## config.mk

```make
export PLATFORM = sky130hd
export DESIGN_NAME = fpu_issue_ctrl
export DESIGN_NICKNAME = d
export VERILOG_FILES = /design/src/rtl/fpu_issue_ctrl.sv
export SDC_FILE = /design/constraint.sdc
export NUM_CORES = 1
export LEC_CHECK = 0
export ABC_CLOCK_PERIOD_IN_PS = 9420
export CAP_MARGIN = 15
export CORE_ASPECT_RATIO = 1.1
export CORE_MARGIN = 5
export CORE_UTILIZATION = 51
export CTS_BUF_LIST = sky130_fd_sc_hd__clkbuf_8
export DETAILED_ROUTE_END_ITERATION = 8
export GPL_TIMING_DRIVEN = 0
export PLACE_DENSITY = 0.95
export SLEW_MARGIN = 5
export SYNTH_ARGS = -nofsm -noshare
export SYNTH_HDL_FRONTEND = slang
export SYNTH_SLANG_ARGS = --single-unit
```

## constraint.sdc

```tcl
create_clock -name clk -period 9.42 [get_ports clk]
set_clock_uncertainty 0.15 [all_clocks]
set_input_delay 2.826 -clock clk [delete_from_list [all_inputs] [get_ports clk]]
set_output_delay 2.826 -clock clk [all_outputs]
set_load 0.01 [all_outputs]
```

## src/rtl/fpu_issue_ctrl.sv

```systemverilog
// Issue/sequencing control for the multi-cycle FPU: single in-flight op, RAW/WAW interlock, writeback request.
// Optional macro FPU_DIV_EN enables fdiv.s/fsqrt.s; when undefined those ops are rejected with ill_op.
module fpu_issue_ctrl #(
  parameter int unsigned LAT_ADD  = 3,
  parameter int unsigned LAT_MUL  = 4,
  parameter int unsigned LAT_DIV  = 16,
  parameter int unsigned LAT_MISC = 1
) (
  input  logic       clk,
  input  logic       reset,
  input  logic       dec_valid,
  input  logic       dec_is_fp,
  input  logic [4:0] dec_funct5,
  input  logic [4:0] dec_rd,
  input  logic       dec_rd_f,
  input  logic       dec_rd_x,
  input  logic [4:0] dec_rs1,
  input  logic [4:0] dec_rs2,
  input  logic       dec_rs1_f,
  input  logic       dec_rs2_f,
  input  logic       flush,
  input  logic       wb_gnt,
  output logic       stall,
  output logic       fpu_start,
  output logic [4:0] fpu_op,
  output logic       wb_req,
  output logic [4:0] wb_rd,
  output logic       wb_to_int,
  output logic       fpu_busy,
  output logic       ill_op
);

  localparam logic [1:0] IDLE = 2'd0;
  localparam logic [1:0] EXEC = 2'd1;
  localparam logic [1:0] WB   = 2'd2;

  logic [1:0] state;
  logic [7:0] cnt;
  logic       pend_v;
  logic [4:0] pend_rd;
  logic       pend_int;

  logic       is_div;
  logic       to_int_d;
  logic [7:0] lat_m1;
  logic       raw1;
  logic       raw2;
  logic       waw;
  logic       take;
  logic       accept;

  always_comb begin
    is_div   = (dec_funct5 == 5'b00011) || (dec_funct5 == 5'b01011);
    to_int_d = (dec_funct5 == 5'b11000) || (dec_funct5 == 5'b11100) || (dec_funct5 == 5'b10100);
    case (dec_funct5)
      5'b00000, 5'b00001: lat_m1 = 8'(LAT_ADD - 1);
      5'b00010:           lat_m1 = 8'(LAT_MUL - 1);
      5'b00011, 5'b01011: lat_m1 = 8'(LAT_DIV - 1);
      default:            lat_m1 = 8'(LAT_MISC - 1);
    endcase
  end

  // x0 is hardwired, so a pending X-file write to index 0 never creates a hazard.
  always_comb begin
    raw1 = pend_v && (dec_rs1 == pend_rd) && (dec_rs1_f != pend_int) && !(pend_int && (pend_rd == 5'd0));
    raw2 = pend_v && (dec_rs2 == pend_rd) && (dec_rs2_f != pend_int) && !(pend_int && (pend_rd == 5'd0));
    waw  = pend_v && ((dec_rd_x && pend_int) || (dec_rd_f && !pend_int)) && (dec_rd == pend_rd)
           && !(pend_int && (pend_rd == 5'd0));
    stall = dec_valid && !flush && ((dec_is_fp && (state != IDLE)) || raw1 || raw2 || waw);
    take  = dec_valid && dec_is_fp && !flush && !stall;
`ifdef FPU_DIV_EN
    accept = take;
    ill_op = 1'b0;
`else
    accept = take && !is_div;
    ill_op = take && is_div;
`endif
  end

  always_ff @(posedge clk) begin
    if (reset) begin
      state     <= IDLE;
      cnt       <= '0;
      pend_v    <= 1'b0;
      pend_rd   <= '0;
      pend_int  <= 1'b0;
      fpu_start <= 1'b0;
      fpu_op    <= '0;
    end else begin
      fpu_start <= accept;
      case (state)
        IDLE: begin
          if (accept) begin
            state    <= EXEC;
            cnt      <= lat_m1;
            fpu_op   <= dec_funct5;
            pend_rd  <= dec_rd;
            pend_int <= to_int_d;
            pend_v   <= 1'b1;
          end
        end
        EXEC: begin
          if (cnt == 8'd0) state <= WB;
          else             cnt   <= cnt - 8'd1;
        end
        WB: begin
          if (wb_gnt) begin
            state  <= IDLE;
            pend_v <= 1'b0;
          end
        end
        default: state <= IDLE;
      endcase
    end
  end

  assign wb_req    = (state == WB);
  assign wb_rd     = pend_rd;
  assign wb_to_int = pend_int;
  assign fpu_busy  = (state != IDLE);

endmodule

```

# After elaboration in Yosys (flattened, before gate mapping)
# Index checks and enable logic that the tools add are counted.
op_classes:
  n_eq_ne: 18
  reduce_logical: 45
  n_mux: 11
  addsub: 1
op_table:
  columns: ["op", "count"]
  rows:
  - ["1-bit logical AND", 20]
  - ["8-bit two-way mux", 2]
  - ["8-bit case mux with 2 select lines", 1]
  - ["5-bit equality test", 3]
  - ["5-bit equality test, second input constant", 3]
  - ["4-bit case mux with 3 select lines", 1]
  - ["5-bit by 2-bit equality test with 1-bit output, second input constant", 2]
  - ["5-bit zero test", 2]
  - ["3-bit AND reduction", 3]
  - ["8-bit zero test", 1]
  - ["2-bit != test, second input constant", 4]
  - ["8-bit by 1-bit subtractor with 8-bit output, second input constant", 1]
  - ["1-bit logical OR", 7]
  - ["2-bit two-way mux", 3]
  - ["2-bit case mux with 3 select lines", 1]
  - ["2-bit nonzero test", 3]
  - ["5-bit by 1-bit equality test with 1-bit output, second input constant", 1]
  - ["5-bit by 4-bit equality test with 1-bit output, second input constant", 1]
  - ["1-bit zero test", 5]
  - ["2-bit OR reduction", 2]
  - ["2-bit by 1-bit equality test with 1-bit output, second input constant", 1]
  - ["2-bit equality test, second input constant", 1]
  - ["2-bit zero test", 1]
  - ["1-bit two-way mux", 2]
  - ["3 further kinds", 4]
totals:
  word_cells: 82
  ff_bits: 23
  in_bits: 30

# Logic depth before layout (Yosys ltp)
depth:
  word_depth: 13
  ltp_mapped: 7

# Worst setup path after synthesis
# OpenSTA, ideal clock, no wires.
synth_timing:
  kind: "input to output"
  startpoint: "input dec_rs1[2]"
  endpoint: "output stall"
  t_arrival_ps: 4060
  setup_slack_ps: 2384
  path_buffers: 1
  required_time_ps: 6444
  stages: 6
  cell_sequence: "xor2_1 -> nor4_1 -> a22oi_4 -> a21bo_2 -> buf_2 -> o21ai_0"
synth_between:
  elab_chain_len: 8
synth_rtl:
  columns: ["item", "line", "source"]
  rows:
  - ["start: declaration", "17", "input logic [4:0] dec_rs1,"]
  - ["5-bit equality test", "65", "raw1 = pend_v && (dec_rs1 == pend_rd) && (dec_rs1_f != pend_int) && !(pend_int && (pend_rd == 5'd0));"]
  - ["1-bit logical AND (3 in a row)", "65", null]
  - ["1-bit logical OR (3 in a row)", "69", "stall = dec_valid && !flush && ((dec_is_fp && (state != IDLE)) || raw1 || raw2 || waw);"]
  - ["1-bit logical AND", "69", null]
  - ["end: declaration", "23", "output logic stall,"]
# No other way between the ends.

# Final worst setup path
# Ends and elaborated chain as after synthesis.

==> metrics.txt <==
status finished, final reports clean; number of nets in the layout 261; die area 0.00394 mm^2; Pleak 0.706 nW; # diodes 0; routed wire length 4010 um; f_max 123 MHz; Multi-input gate area 896 um^2; DRT Pass-1 Iters 4; pin count of the biggest net entering global routing 13; sequential power share 0.496; grt ovf 0; hold buffer count at cts 0; ys async rst share 0; Post-CTS Setup Inserts 0; Max stage delay cell, worst path clkdlybuf4s50_1; Cell Pwr Density 107 mW/mm^2; sw frac 0.262; Clk pwr share 0.289; Syn Nets 212; die height 65.3 um; Crit Path Max Fanout 10; CTS tree yes; DRC violations left 0; core area 0.00273 mm^2; clock root buffer clkbuf_8; GRT Util Overall 0.216; Clk Latency, worst-skew pair 260 ps; GPL Wtd Cong 0.888; vias per std cell 5.91; number of global-route vias before repair 1,524; CTS H-tree depth 1; CP Launch Type input port; R2R depth 6; most used cell, CP clkdlybuf4s50_1; Initial Util 0.520; period utilization 0.860; CTS clk-pin slew, worst paths 80 ps; WP data required 6440 ps; syn avg cell area 7.88 um^2; dpl hpwl 2940 um; antenna violations before repair 0; worst slew pin tran 536 ps; worst-case clock buffer depth 2; vias 1,543; Iteration-0 DRC Markers 101; Hold Fails Final Rpt 0; Post-synth EDFFs 0; Mapped Cells 180; Boundary Pins 46; CTS resizes 0; worst hold stages 2; Num Clock Sinks 23; Yosys reg bits 23; Worst path top cell family by delay buffers and inverters; P&R area growth vs syn 37.2%; xor-xnor portion of the synthesized cell area 0.105; Buf/Inv on CP 3; share of total power in combinational logic 0.215; post-synthesis compound-gate area fraction 0.233; Max Cap Violations 0; mux contribution to synthesized area 0.0150; HP Class register to register; WL/cell 15.4 um; RSZ-0062 raised after global routing no; Crit Path Class input port to primary output; minimum clock period 8100 ps; final setup violation count 0; worst-path cell chain clkdlybuf4s50_1 -> xor2_1 -> nor4_1 -> a22oi_4 -> a21bo_2 -> buf_2 -> o21ai_0 -> clkdlybuf4s50_1; Adder-Cell Fraction of Synth Area 0.0177; pre-CTS setup slack 1360 ps; first-pass GRT wire length 6710 um; Crit. End Element primary output; Num CTS Buffers 3; CP max stage delay 570 ps; fin worst setup slack 1320 ps; Cell Int Power 0.153 mW; port bufs 44; Synth Cell Area 0.00142 mm^2; antenna-violating nets left 0; sw power 0.0543 mW; chip width 60.3 um; setup TNS 0 ps; worst rel slew slack 0.640; Peak supply drop 0.0924 mV; crit path DAT 5130 ps; top_reg_cell synth dfxtp_1; largest family of logic cells by synthesized area simple AND/OR/NAND/NOR gates; layout cells sized above 1 0.0482; Synth Area in Simple Gates 0.261; WP depth 8; fill cell count 209; fin. max-slew vios 0; register area 460 um^2; Yosys cell types 41; site row count 20; Final Core Density 0.713; share of the yosys chip area belonging to registers 0.325; Yosys warnings 0
==> worst reg2reg max path: cells and delay by family, from the launching register on <==
kind	cells	cell delay, ps
DFF	1	490
and+or+nand+nor	1	500
AOI/OAI and AO/OA	4	830
xor gates and xnor gates	1	110
==> synth_stat cells (all sizes together), types with 2 or more instances <==
cell	instances	area share
o21ai	13	0.046
o32ai	4	0.025
inv	7	0.019
clkbuf	4	0.011
nand3b	2	0.011
ha	2	0.018
xnor2	4	0.025
nand3	19	0.067
buf	4	0.014
dfxtp	23	0.32
nor2	14	0.037
nor4	6	0.031
nand2	9	0.024
a21oi	25	0.091
a31oi	2	0.0088
nand2b	4	0.018
xor2	13	0.080
nor2b	4	0.018
nor3	4	0.014
==> power groups by stage <==
| stage | combinational, mW | sequential (mW) | clock, mW |
|---|---|---|---|
| final | 0.0446 | 0.103 | 0.0599 |
| after global routing | 0.0484 | 0.103 | 0.0668 |
| after CTS | 0.0444 | 0.103 | 0.0600 |
| after detailed placement | 0.0438 | 0.105 | 0 |
| after global placement | 0.0430 | 0.105 | 0 |
| after floorplan | 0.0212 | 0.105 | 0 |
==> per-layer routing <==
| metal | global-route usage | vias up | routed length [um] |
|---|---|---|---|
| met1 | 0.266 | 703 | 1620 |
| met4 | 0.0803 | 0 | 61 |
| met3 | 0.0236 | 13 | 295 |
| met5 | 0 | - | 0 |
| li1 | - | 746 | - |
| met2 | 0.376 | 81 | 2030 |
==> final cells by class <==
cell class	instances	share of cell area
buffer	8	0.0180
clock buffer	3	0.0212
clock inverter	1	0.00193
inverter	7	0.0135
multi-input combinational	142	0.461
sequential	23	0.237
tap	33	0.0212
timing repair buffer	44	0.227
==> logic make-up (layout without fill, tap and decap cells) <==
group | after synthesis | after routing
buffers and inverters | 15 | 63
adder cells (fa/ha/maj) | 2 | 2
XOR/XNOR | 17 | 17
AND/OR/NAND/NOR | 69 | 69
multiplexers | 2 | 2
AO/OA/AOI/OAI | 52 | 52
flip-flops | 23 | 23
==> per-stage QoR <==
| step | cells | cell area [um^2] | power (mW) | hold slack, ps |
|---|---|---|---|---|
| after global placement | 257 | 1900 | 0.148 | 296 |
| after CTS | 261 | 1940 | 0.207 | 325 |
| final | 261 | 1940 | 0.207 | 318 |
| after global routing | 261 | 1940 | 0.218 | 335 |
| after detailed placement | 257 | 1900 | 0.149 | 314 |
| after floorplan | 180 | 1420 | 0.126 | 286 |
==> sequential cells by signal (all words and copies together), names as in the netlist <==
signal / cells
wb_rd: 5
fpu_op: 5
pend_v: 1
state: 2
cnt: 8
wb_to_int: 1
fpu_start: 1
==> cell usage in the layout (no fill, tap or decap), drive strengths merged, types with 2 or more instances in the layout <==
cell / instances
nand2: 9
nor2b: 4
a31oi: 2
nor4: 6
dfxtp: 23
inv: 8
ha: 2
nand2b: 4
clkdlybuf4s50: 44
o21ai: 13
buf: 4
o32ai: 4
clkbuf: 7
nor2: 14
xnor2: 4
nand3: 19
a21oi: 25
nor3: 4
nand3b: 2
xor2: 13
==> path summary, 6_finish.rpt <==
| path | from | end | slack [ps] |
|---|---|---|---|
| max reg2reg | wb_rd[2]$_SDFFE_PP0P_ | cnt[2]$_SDFFE_PP0P_ | 7200 |
| min | pend_v$_SDFFE_PP0P_ | pend_v$_SDFFE_PP0P_ | 320 |
| max | dec_rs1[2] | stall | 1320 |
| min reg2reg | pend_v$_SDFFE_PP0P_ | pend_v$_SDFFE_PP0P_ | 320 |
Power figures use the tool's default switching activity.
